--- src/rtl/layer_sched.sv ---
// layer_sched: frame-synchronous scheduler and compositor for the three-layer
// VGA path. Turns vertical-sync edges into a one-cycle frame strobe, drives the
// fade-out / swap / fade-in mode sequencer and the animation step pulses, and
// composites the up/mid/down layers through a 2-stage saturate-and-scale pipe.
module layer_sched #(
  parameter int UP_DIV    = 4,
  parameter int DOWN_DIV  = 8,
  parameter int FADE_STEP = 16
) (
  input  logic       VGA_CLK,
  input  logic       reset,
  input  logic       vga_v_sync,
  input  logic       vga_h_sync,
  input  logic       inDisplayArea,
  input  logic [2:0] sel,
  input  logic [7:0] play,
  input  logic [7:0] r_up,
  input  logic [7:0] g_up,
  input  logic [7:0] b_up,
  input  logic [7:0] r_mid,
  input  logic [7:0] g_mid,
  input  logic [7:0] b_mid,
  input  logic [7:0] r_down,
  input  logic [7:0] g_down,
  input  logic [7:0] b_down,
  output logic [2:0] sel_active,
  output logic       up_step,
  output logic       down_step,
  output logic [7:0] brightness,
  output logic [7:0] vga_R,
  output logic [7:0] vga_G,
  output logic [7:0] vga_B,
  output logic       hs_o,
  output logic       vs_o,
  output logic       de_o
);

  localparam int UP_W   = (UP_DIV > 1) ? $clog2(UP_DIV) : 1;
  localparam int DOWN_W = (DOWN_DIV > 1) ? $clog2(DOWN_DIV) : 1;
  localparam logic [8:0] FADE_STEP_9 = 9'(FADE_STEP);
  localparam logic [UP_W-1:0]   UP_LAST   = UP_W'(UP_DIV - 1);
  localparam logic [DOWN_W-1:0] DOWN_LAST = DOWN_W'(DOWN_DIV - 1);

  typedef enum logic [1:0] {
    ST_RUN      = 2'd0,
    ST_FADE_OUT = 2'd1,
    ST_SWAP     = 2'd2,
    ST_FADE_IN  = 2'd3
  } state_t;

  // Three-input channel sum, clamped to full scale instead of wrapping.
  function automatic logic [7:0] sat_sum(input logic [7:0] a, input logic [7:0] b,
                                         input logic [7:0] c);
    logic [9:0] s;
    s = {2'b00, a} + {2'b00, b} + {2'b00, c};
    if (s > 10'd255) begin
      return 8'd255;
    end else begin
      return s[7:0];
    end
  endfunction

  // Scale by (brightness + 1) / 256 so that 255 is identity and 0 is black.
  function automatic logic [7:0] scale(input logic [7:0] s, input logic [7:0] b);
    logic [15:0] p;
    p = {8'd0, s} * ({8'd0, b} + 16'd1);
    return 8'(p >> 8);
  endfunction

  logic                vs_q_r;
  logic                fs_r;
  state_t              state_r;
  logic [7:0]          bright_r;
  logic [2:0]          sel_active_r;
  logic [UP_W-1:0]     up_cnt_r;
  logic [DOWN_W-1:0]   down_cnt_r;
  logic                up_step_r;
  logic                down_step_r;
  logic [7:0]          bright_inc_s;
  logic [7:0]          bright_dec_s;
  logic [8:0]          bright_sum_s;

  logic [7:0]          r_s1_r, g_s1_r, b_s1_r, bright_s1_r;
  logic                hs_s1_r, vs_s1_r, de_s1_r;
  logic [7:0]          r_s2_r, g_s2_r, b_s2_r;
  logic                hs_s2_r, vs_s2_r, de_s2_r;

  // Register vsync and raise a one-cycle frame strobe on its falling edge.
  always_ff @(posedge VGA_CLK or negedge reset) begin
    if (!reset) begin
      vs_q_r <= 1'b1;
      fs_r   <= 1'b0;
    end else begin
      vs_q_r <= vga_v_sync;
      fs_r   <= vs_q_r & ~vga_v_sync;
    end
  end

  // Clamped brightness up/down candidates, computed in 9 bits.
  always_comb begin
    bright_sum_s = {1'b0, bright_r} + FADE_STEP_9;
    if (bright_sum_s > 9'd255) begin
      bright_inc_s = 8'd255;
    end else begin
      bright_inc_s = bright_sum_s[7:0];
    end
    if ({1'b0, bright_r} <= FADE_STEP_9) begin
      bright_dec_s = 8'd0;
    end else begin
      bright_dec_s = 8'({1'b0, bright_r} - FADE_STEP_9);
    end
  end

  // Mode sequencer: advances once per frame strobe; a reversal of the request
  // mid-fade turns the fade around without changing brightness that frame.
  always_ff @(posedge VGA_CLK or negedge reset) begin
    if (!reset) begin
      state_r      <= ST_FADE_IN;
      bright_r     <= 8'd0;
      sel_active_r <= 3'd0;
    end else if (fs_r) begin
      case (state_r)
        ST_RUN: begin
          bright_r <= 8'd255;
          if (sel != sel_active_r) begin
            state_r <= ST_FADE_OUT;
          end
        end
        ST_FADE_OUT: begin
          if (sel == sel_active_r) begin
            state_r <= ST_FADE_IN;
          end else begin
            bright_r <= bright_dec_s;
            if (bright_dec_s == 8'd0) begin
              state_r <= ST_SWAP;
            end
          end
        end
        ST_SWAP: begin
          bright_r     <= 8'd0;
          sel_active_r <= sel;
          state_r      <= ST_FADE_IN;
        end
        ST_FADE_IN: begin
          if (sel != sel_active_r) begin
            state_r <= ST_FADE_OUT;
          end else begin
            bright_r <= bright_inc_s;
            if (bright_inc_s == 8'd255) begin
              state_r <= ST_RUN;
            end
          end
        end
        default: begin
          state_r  <= ST_FADE_IN;
          bright_r <= 8'd0;
        end
      endcase
    end
  end

  // Frame-divided animation steps; counters restart on the swap frame so a new
  // mode begins its animation in phase.
  always_ff @(posedge VGA_CLK or negedge reset) begin
    if (!reset) begin
      up_cnt_r    <= '0;
      down_cnt_r  <= '0;
      up_step_r   <= 1'b0;
      down_step_r <= 1'b0;
    end else begin
      up_step_r   <= 1'b0;
      down_step_r <= 1'b0;
      if (fs_r) begin
        if (state_r == ST_SWAP) begin
          up_cnt_r   <= '0;
          down_cnt_r <= '0;
        end else if (play != 8'd0) begin
          if (up_cnt_r == UP_LAST) begin
            up_cnt_r  <= '0;
            up_step_r <= 1'b1;
          end else begin
            up_cnt_r <= up_cnt_r + UP_W'(1);
          end
          if (down_cnt_r == DOWN_LAST) begin
            down_cnt_r  <= '0;
            down_step_r <= 1'b1;
          end else begin
            down_cnt_r <= down_cnt_r + DOWN_W'(1);
          end
        end
      end
    end
  end

  // Pipe stage 1: saturating layer sum, blanked outside the visible area;
  // brightness is captured with the pixel so it never changes mid-pixel.
  always_ff @(posedge VGA_CLK or negedge reset) begin
    if (!reset) begin
      r_s1_r      <= 8'd0;
      g_s1_r      <= 8'd0;
      b_s1_r      <= 8'd0;
      bright_s1_r <= 8'd0;
      hs_s1_r     <= 1'b1;
      vs_s1_r     <= 1'b1;
      de_s1_r     <= 1'b0;
    end else begin
      if (inDisplayArea) begin
        r_s1_r <= sat_sum(r_up, r_mid, r_down);
        g_s1_r <= sat_sum(g_up, g_mid, g_down);
        b_s1_r <= sat_sum(b_up, b_mid, b_down);
      end else begin
        r_s1_r <= 8'd0;
        g_s1_r <= 8'd0;
        b_s1_r <= 8'd0;
      end
      bright_s1_r <= bright_r;
      hs_s1_r     <= vga_h_sync;
      vs_s1_r     <= vga_v_sync;
      de_s1_r     <= inDisplayArea;
    end
  end

  // Pipe stage 2: brightness scaling and matching sync/enable delay.
  always_ff @(posedge VGA_CLK or negedge reset) begin
    if (!reset) begin
      r_s2_r  <= 8'd0;
      g_s2_r  <= 8'd0;
      b_s2_r  <= 8'd0;
      hs_s2_r <= 1'b1;
      vs_s2_r <= 1'b1;
      de_s2_r <= 1'b0;
    end else begin
      r_s2_r  <= scale(r_s1_r, bright_s1_r);
      g_s2_r  <= scale(g_s1_r, bright_s1_r);
      b_s2_r  <= scale(b_s1_r, bright_s1_r);
      hs_s2_r <= hs_s1_r;
      vs_s2_r <= vs_s1_r;
      de_s2_r <= de_s1_r;
    end
  end

  assign sel_active = sel_active_r;
  assign up_step    = up_step_r;
  assign down_step  = down_step_r;
  assign brightness = bright_r;
  assign vga_R      = r_s2_r;
  assign vga_G      = g_s2_r;
  assign vga_B      = b_s2_r;
  assign hs_o       = hs_s2_r;
  assign vs_o       = vs_s2_r;
  assign de_o       = de_s2_r;

endmodule

--- config.mk ---
export PLATFORM = sky130hd
export DESIGN_NAME = layer_sched
export DESIGN_NICKNAME = d
export VERILOG_FILES = /design/src/rtl/layer_sched.sv
export SDC_FILE = /design/constraint.sdc
export NUM_CORES = 1
export LEC_CHECK = 0
export ABC_AREA = 0
export ABC_CLOCK_PERIOD_IN_PS = 9800
export BUFFER_PORTS_ARGS = -buffer_cell sky130_fd_sc_hd__buf_4
export CORE_MARGIN = 5
export CORE_UTILIZATION = 45
export CTS_CLUSTER_DIAMETER = 40
export DETAILED_ROUTE_END_ITERATION = 8
export GPL_TIMING_DRIVEN = 0
export MAX_ROUTING_LAYER = met4
export PLACE_DENSITY = 0.63
export SETUP_SLACK_MARGIN = 0.3
export SYNTH_ARGS = -nofsm -noshare
export SYNTH_HDL_FRONTEND = slang
export SYNTH_SLANG_ARGS = --single-unit
--- constraint.sdc ---
create_clock -name VGA_CLK -period 9.8 [get_ports VGA_CLK]
set_input_delay 0.49 -clock VGA_CLK [delete_from_list [all_inputs] [get_ports VGA_CLK]]
set_output_delay 0.49 -clock VGA_CLK [all_outputs]
set_load 0.05 [all_outputs]
## Word level (Yosys, flattened, before mapping)

Cells that the tools add are included.

- Add/subtract/negate cells: 11
- Multiply operators: 3
- $lt $le $gt $ge: 5
- Eq/ne operators: 13
- Multiplexer cells: 31
- Bitwise operators: 2
- Reductions and logical operators: 8

Operators by type and width:

| kind | count |
|---|---|
| two-way mux 8 bit | 10 |
| multiplier 8 x 16 -> 16 bit | 2 |
| one-hot mux 8 bit (4 select lines) | 1 |
| adder 9 x 8 -> 10 bit | 3 |
| > comparator 10 x 8 -> 1 bit (second input constant) | 3 |
| adder 8 x 8 -> 9 bit | 3 |
| multiplier 8 x 9 -> 16 bit | 1 |
| two-way mux 2 bit | 8 |
| adder 8 x 1 -> 9 bit (second input constant) | 1 |
| adder 8 x 5 -> 9 bit (second input constant) | 1 |
| > comparator 9 x 8 -> 1 bit (second input constant) | 1 |
| two-way mux 3 bit | 3 |
| equality test 8 bit (second input constant) | 1 |
| less-or-equal comparator 8 x 5 -> 1 bit (second input constant) | 1 |
| logical NOT 8 bit | 1 |
| two-way mux 1 bit | 8 |
| one-hot mux 2 bit (4 select lines) | 1 |
| nonzero test 8 bit | 1 |
| subtractor 8 x 5 -> 8 bit (second input constant) | 1 |
| equality test 2 bit (second input constant) | 3 |
| != test 2 bit (second input constant) | 3 |
| != test 3 bit (second input constant) | 2 |
| AND reduction 2 bit | 2 |
| AND reduction 4 bit | 1 |
| other kinds (11) | 11 |

- Bits in registers: 83
- Word-level logic and storage cells: 94

## Longest topological paths before layout

Gate-level depths: netlist (run 1).

- Depth in word-level cells: 7
- Depth in mapped cells: 19
- Mapped depth without buffers: 18

## Worst setup path after synthesis (run 1)

OpenSTA, ideal clock, no wires.

- Path type: register to register
- Start: register bright_s1_r[3]
- End: register r_s2_r[5], in the netlist vga_R[5]
- Library setup time: 0.080 ns
- Data arrival time: 4.803 ns
- Data required time: 9.720 ns
- Path slack: 4.917 ns
- Cell stages (with the launch flop): 18
- Path buffers: 1
- Cell sequence: dfrtp_1 and3_1 and3_1 xor2_1 clkbuf_1 nand2_1 fa_1 fa_1 inv_1 fa_1 fa_1 ha_1 a2111o_1 a31o_4 a32oi_4 o21ai_2 a21oi_2 xnor2_1

- Longest elaborated chain between the ends: 2

Ends and longest elaborated chain:

| item | RTL line | RTL |
|---|---|---|
| start, declared | 83 | `logic [7:0] r_s1_r, g_s1_r, b_s1_r, bright_s1_r;` |
| start signal, assigned | 216 | `bright_s1_r <= bright_r;` |
| adder 8 x 1 -> 9 bit | 66 | `p = {8'd0, s} * ({8'd0, b} + 16'd1);` |
| multiplier 8 x 16 -> 16 bit | 66 |  |
| end signal, assigned | 233 | `r_s2_r <= scale(r_s1_r, bright_s1_r);` |
| end, declared | 85 | `logic [7:0] r_s2_r, g_s2_r, b_s2_r;` |

Every way passes these cells.
A chain may end at the register's enable or synchronous reset.

## Worst setup path after layout (run 1)

- Start: register bright_s1_r[0]
- End: register b_s2_r[5], in the netlist vga_B[5]

- Longest elaborated chain between the ends: 2

Ends and longest elaborated chain:

| item | RTL line | RTL |
|---|---|---|
| adder 8 x 1 -> 9 bit | 66 |  |
| multiplier 8 x 9 -> 16 bit | 66 |  |
| end signal, assigned | 235 | `b_s2_r <= scale(b_s1_r, bright_s1_r);` |
| end, declared | 85 |  |

Every way passes these cells.

==> results.py, run 1 <==
metrics = {
    "global_route": {
        "antenna_found_initial": 0,
        "grt_overflow": 0,
        "grt_pass1_wl_um": 43000,
        "grt_usage": 0.205,
        "grt_max_degree": 84,
        "grt_pass1_vias": 8585,
    },
    "timing": {
        "tightest_slew_ps": 1100,
        "fin_ws_ps": 3470,
        "setup_viol": 0,
        "finalHoldViolCount": 0,
        "clock_skew_ps": 14.5,
        "timing.slew.headroom": 0.270,
        "slew_viol_final": 0,
        "min_period_over_period": 0.646,
        "rsz0062_at_grt": "false",
        "final.setup.tns_ps": 0,
        "fmax_mhz": 158,
        "min_period_ps": 6330,
    },
    "synth": {
        "synth_area_um2": 10800,
        "ys_warn_count": 0,
        "netlist_instances": 1094,
        "yosys_register_bits": 83,
        "syn_area_per_cell_um2": 9.90,
        "synth_cell_types": 65,
        "synth.most_common_cell": "inv_1",
        "async_reset_ff_frac": 1.00,
        "synth_edf_count": 0,
        "yosys-top-cells-area": "fa_1 27%, dfrtp_1 18%, ha_1 15%, and2_1 7.6%, inv_1 6.1%",
        "synth_top_cell_by_area": "fa_1",
        "syn_nets": 1458,
        "synth_ff_type": "dfrtp_1",
        "yosysSeqAreaShare": 0.193,
        "ys_top_cells_by_count": "177 x inv_1, 147 x fa_1, 132 x and2_1, 129 x ha_1, 77 x dfrtp_1",
        "yosysTopAreaCellShare": 0.272,
    },
    "min_path": {
        "min_path_type": "input port to flip-flop",
    },
    "place": {
        "routabilityCongestion": 0.874,
        "io_buffers": 127,
        "dp_slack_ps": 3570,
        "dpl.hpwl_um": 20100,
    },
    "detailed_routing": {
        "drt-initial-drc-count": 438,
        "wirelength_um": 25400,
        "dr.pass1.iters": 4,
        "wl_per_cell_um": 16.3,
        "viasPerCell": 5.11,
        "vias": 7955,
        "ant_nets": 0,
        "drc": 0,
    },
    "final_layout": {
        "syn2layout_area_growth_pct": 15.3,
        "seq_area_um2": 2080,
        "multi_input_area_um2": 7970,
        "nets": 1596,
        "fill_cells": 2180,
        "diodes": 0,
        "drive_above_1_share": 0.138,
    },
    "clock_network": {
        "root_buffer": "clkbuf_16",
        "hold_buffers": 0,
        "postCtsSetupRepairBufs": 0,
        "clock_path_buffers": 2,
        "cts_made_buffers": 9,
        "cts_resized": 0,
        "cts_tree": "built",
        "clock_sinks": 83,
        "insertion_delay_ps": 360,
        "ctsHtreeMaxLevel": 3,
        "clkTransAtPathRegs_ps": 80,
    },
    "floorplan": {
        "start_util": 0.458,
        "ioPinCount": 128,
        "rows": 56,
        "fp.coreArea_um2": 23600,
        "chipHeight_um": 165,
        "die_w_um": 165,
        "die-area_um2": 27300,
    },
    "critical_path": {
        "cp.required_ps": 10040,
        "startpoint_type": "flip-flop",
        "critPathCaptureType": "flip-flop",
        "cp_max_fo": 10,
        "crit_type": "flip-flop to flip-flop",
        "arrival_ps": 6570,
    },
    "flow_run": {
        "drv_cap": 0,
    },
    "outcome": {
        "status": "finished clean",
    },
}
==> cell type report <==
class,instances,area share
plain buffers,27,0.00862
clock buffers,9,0.0180
repair buffers,127,0.0764
clock inverters,7,0.00612
flip-flops and latches,83,0.167
inverters,177,0.0532
multi-input cells,807,0.639
well taps,319,0.0320
==> cells by family (layout without fill, tap and decap cells) <==
| group | after synthesis | count (layout) | synth area share |
|---|---|---|---|
| mux | 5 | 5 | 0.00520 |
| fa+ha+maj | 276 | 276 | 0.421 |
| xor+xnor | 53 | 53 | 0.0429 |
| compound gates | 141 | 141 | 0.0955 |
| buf+inv | 204 | 347 | 0.0713 |
| flops | 83 | 83 | 0.193 |
| simple gates | 332 | 332 | 0.172 |
==> sequential cells by signal, indices dropped and copies added (netlist names) <==
| signal | count |
|---|---|
| fs_r | 1 |
| vga_G | 8 |
| down_cnt_r | 3 |
| vga_B | 8 |
| state_r | 2 |
| sel_active | 3 |
| hs_o | 1 |
| vs_s1_r | 1 |
| de_s1_r | 1 |
| down_step | 1 |
| bright_s1_r | 8 |
| vs_o | 1 |
| g_s1_r | 8 |
| brightness | 8 |
| b_s1_r | 8 |
| r_s1_r | 8 |
| de_o | 1 |
| up_step | 1 |
| up_cnt_r | 2 |
| vga_R | 8 |
| hs_s1_r | 1 |
==> per-layer routing <==
| layer | routed length, µm | vias to the layer above | track usage |
|---|---|---|---|
| met5 | 0 | - | - |
| met4 | 448 | 0 | 0.0537 |
| met3 | 1340 | 31 | 0.0347 |
| met2 | 12400 | 217 | 0.337 |
| met1 | 11100 | 3915 | 0.265 |
| li1 | - | 3792 | - |
==> through the flow <==
stage          hold slack, ps  instances  utilization  instance area, µm²
3_3_place_gp              339       1540        0.516               12200
4_1_cts                   225       1556        0.529               12500
6_report                  241       1556        0.529               12500
3_5_place_dp              349       1540        0.516               12200
5_1_grt                   227       1556        0.529               12500
2_1_floorplan             194       1094            -               10800
==> path summary, 6_finish.rpt <==
path	cells after the start	startpoint	slack, ps	to
max in group asynchronous	1	reset	8760	brightness[7]
min	1	vga_h_sync	240	hs_s1_r
max reg2reg	19	bright_s1_r[0]	3470	vga_B[5]
max	19	bright_s1_r[0]	3470	vga_B[5]
min reg2reg	0	hs_s1_r	360	hs_o
min in group asynchronous	1	reset	330	vga_R[7]
==> layout by cell type (no fill, tap or decap), types with 9 or more instances in the layout <==
cell type and instances:
nand2b_1 9, o21ai_0 12, nand3_1 10, xor2_1 20
nor2b_1 43, nor2_1 36, o31a_1 10, nand2_1 61
a21oi_1 30, o21a_1 12, and2_1 132, clkbuf_16 9
buf_4 127, fa_1 147, xnor2_1 33, clkbuf_1 22
dfrtp_1 77, a21o_1 13, ha_1 129, inv_1 177
==> worst max-delay path, stage by stage (launching register included) <==
cell and delay, ps:
dfrtp_1 610, buf_2 380, nand3_1 130, xnor2_1 560
clkbuf_1 570, nand2_1 170, fa_1 510, fa_1 490
inv_1 60, fa_1 520, inv_1 50, fa_1 530
inv_1 40, ha_1 210, a2111oi_0 390, o21ai_1 210
a21oi_1 300, o21bai_1 140, a21o_1 200, xor2_1 130
Power of run 1 is left out: the tool's default activity adds up to more than one toggle a clock period on the data nets, which glitch-free logic cannot reach.
==> inputs of run 2 (changes only) <==
--- a/config.mk
+++ b/config.mk
@@ -6,7 +6,7 @@
 export NUM_CORES = 1
 export LEC_CHECK = 0
 export ABC_AREA = 0
-export ABC_CLOCK_PERIOD_IN_PS = 9800
+export ABC_CLOCK_PERIOD_IN_PS = 5500
 export BUFFER_PORTS_ARGS = -buffer_cell sky130_fd_sc_hd__buf_4
 export CORE_MARGIN = 5
 export CORE_UTILIZATION = 45
@@ -14,7 +14,7 @@
 export DETAILED_ROUTE_END_ITERATION = 8
 export GPL_TIMING_DRIVEN = 0
 export MAX_ROUTING_LAYER = met4
-export PLACE_DENSITY = 0.63
+export PLACE_DENSITY = 0.66
 export SETUP_SLACK_MARGIN = 0.3
 export SYNTH_ARGS = -nofsm -noshare
 export SYNTH_HDL_FRONTEND = slang
==> constraint.sdc (replaced) <==
create_clock -name VGA_CLK -period 5.5 [get_ports VGA_CLK]
set_input_delay 0.275 -clock VGA_CLK [delete_from_list [all_inputs] [get_ports VGA_CLK]]
set_output_delay 0.275 -clock VGA_CLK [all_outputs]
set_load 0.05 [all_outputs]
==> run 2 against run 1 <==
Sequential share of layout area decreased by 0.57 points. Core utilization increased by 2.0 points. Highest routed layer unchanged. First-iteration DRC count decreased by 2.5%.
==> results.py, run 2 (synthesized netlist as in run 1, its figures left out) <==
metrics = {
    "timing": {
        "timing.slew.headroom": 0.273,
        "fmax_mhz": 198,
        "rsz0062_at_grt": "true",
        "setup_viol": 0,
        "clock_skew_ps": 9.58,
        "min_period_over_period": 0.918,
        "final.setup.tns_ps": 0,
        "fin_ws_ps": 449,
        "finalHoldViolCount": 0,
        "slew_viol_final": 0,
        "min_period_ps": 5050,
        "tightest_slew_ps": 1090,
    },
    "critical_path": {
        "reg2reg_depth": 17,
        "arrival_ps": 5340,
        "startpoint_type": "flip-flop",
        "r2r-start": "bright_s1_r[0]",
        "cp.required_ps": 5790,
        "cp_common_cell": "fa_1",
        "crit_type": "flip-flop to flip-flop",
        "r2r_slack_ps": 450,
        "worst_path_max_delay_cell": "fa_1",
        "rr_endpoint": "vga_R[5]",
        "critPathCaptureType": "flip-flop",
        "cp_cell_sequence": "buf_8 > nand3_2 > xnor2_4 > clkbuf_8 > nand2_1 > fa_1 > fa_1 > inv_1 > fa_1 > fa_1 > ha_1 > a2111o_1 > a31o_4 > a32oi_4 > o21ai_2 > a21oi_2 > xnor2_1",
        "cp_max_fo": 10,
        "crit_path_max_incr_delay_ps": 510,
    },
    "min_path": {
        "min_path_cells": 1,
        "min_path_type": "input port to flip-flop",
        "min_from": "vga_v_sync",
        "min_to": "vs_s1_r",
    },
    "floorplan": {
        "die-area_um2": 27300,
        "rows": 56,
        "fp.coreArea_um2": 23600,
        "ioPinCount": 128,
        "chipHeight_um": 165,
        "start_util": 0.458,
        "die_w_um": 165,
    },
    "detailed_routing": {
        "viasPerCell": 5.08,
        "wl_per_cell_um": 16.0,
        "ant_nets": 0,
        "drt-initial-drc-count": 427,
        "drc": 0,
        "dr.pass1.iters": 4,
        "vias": 8013,
        "wirelength_um": 25200,
    },
    "clock_network": {
        "root_buffer": "clkbuf_16",
        "cts_made_buffers": 9,
        "clkTransAtPathRegs_ps": 80,
        "clock_path_buffers": 2,
        "cts_tree": "built",
        "insertion_delay_ps": 360,
        "ctsHtreeMaxLevel": 3,
        "clock_sinks": 83,
    },
    "outcome": {
        "status": "finished clean",
    },
    "place": {
        "routabilityCongestion": 0.920,
        "dpl.hpwl_um": 19800,
        "dp_slack_ps": -639,
        "io_buffers": 127,
    },
    "final_layout": {
        "layout_commonest_cell": "inv_1",
        "diodes": 0,
        "syn2layout_area_growth_pct": 19.7,
        "nets": 1616,
        "drive_above_1_share": 0.184,
        "final_cell_mix": "177 x inv_1, 150 x buf_4, 147 x fa_1",
    },
    "global_route": {
        "grt_usage": 0.200,
        "grt_overflow": 0,
        "antenna_found_initial": 0,
        "grt_pass1_wl_um": 41800,
        "grt_pass1_vias": 8535,
        "grt_max_degree": 84,
    },
    "flow_run": {
        "drv_cap": 0,
    },
}
==> run 2: changes by cell type in the layout (fill, tap and decap cells not counted), moves of 4 or more <==
cell / delta
clkbuf_8: +4
xor2_4: +4
buf_4: +23
dfrtp_2: +4
xor2_1: -4
clkbuf_1: -15
dfrtp_1: -4
==> run 2: timing repair <==
item,in CTS,in global routing
setup buffers,11,9
pin swaps,6,9
hold buffers,0,0
gates resized for setup,55,29
cloned,0,0
setup endpoints to repair,23,15
==> run 2: cell type report <==
| cell class | instances | area [µm²] |
|---|---|---|
| tap | 319 | 399 |
| inverter | 177 | 664 |
| clock inverter | 7 | 81.3 |
| fill | 2106 | 10700 |
| buffer | 27 | 219 |
| timing repair buffer | 147 | 1100 |
| multi-input combinational | 807 | 8170 |
| clock buffer | 9 | 225 |
| sequential | 83 | 2090 |
==> run 2: how the worst max path moves through the flow <==
stage,start,endpoint,slack (ps)
2_1_floorplan,bright_s1_r[3],vga_R[5],620
3_3_place_gp,bright_s1_r[0],vga_B[5],-570
3_5_place_dp,bright_s1_r[0],vga_B[5],-640
4_1_cts,bright_s1_r[0],vga_G[7],310
5_1_grt,bright_s1_r[1],vga_B[5],250
6_report,bright_s1_r[0],vga_R[5],450
==> run 2: stage by stage <==
step	hold slack, ps	std cells	utilization	instance area (µm²)
2_1_floorplan	-20.6	1094	-	10800
3_3_place_gp	337	1540	0.516	12200
3_5_place_dp	338	1540	0.516	12200
4_1_cts	16.4	1567	0.542	12800
5_1_grt	14.4	1576	0.549	13000
6_report	26.5	1576	0.549	13000
==> run 2: metal layers <==
metal,part of all wire,global-route usage,vias up
li1,-,-,3836
met1,0.44,0.259,3969
met2,0.50,0.331,176
met3,0.046,0.0318,32
met4,0.016,0.0503,0
met5,0,-,-
==> run 2: worst max-delay path: cells and delay by family (launching register included) <==
family	cells	cell delay (ps)
AO/OA/AOI/OAI	5	1170
XOR/XNOR	2	370
adder cells (fa/ha/maj)	5	2310
flip-flops	1	470
AND/OR/NAND/NOR	2	220
buffers and inverters	3	450
Power of run 2 is left out for the same reason.
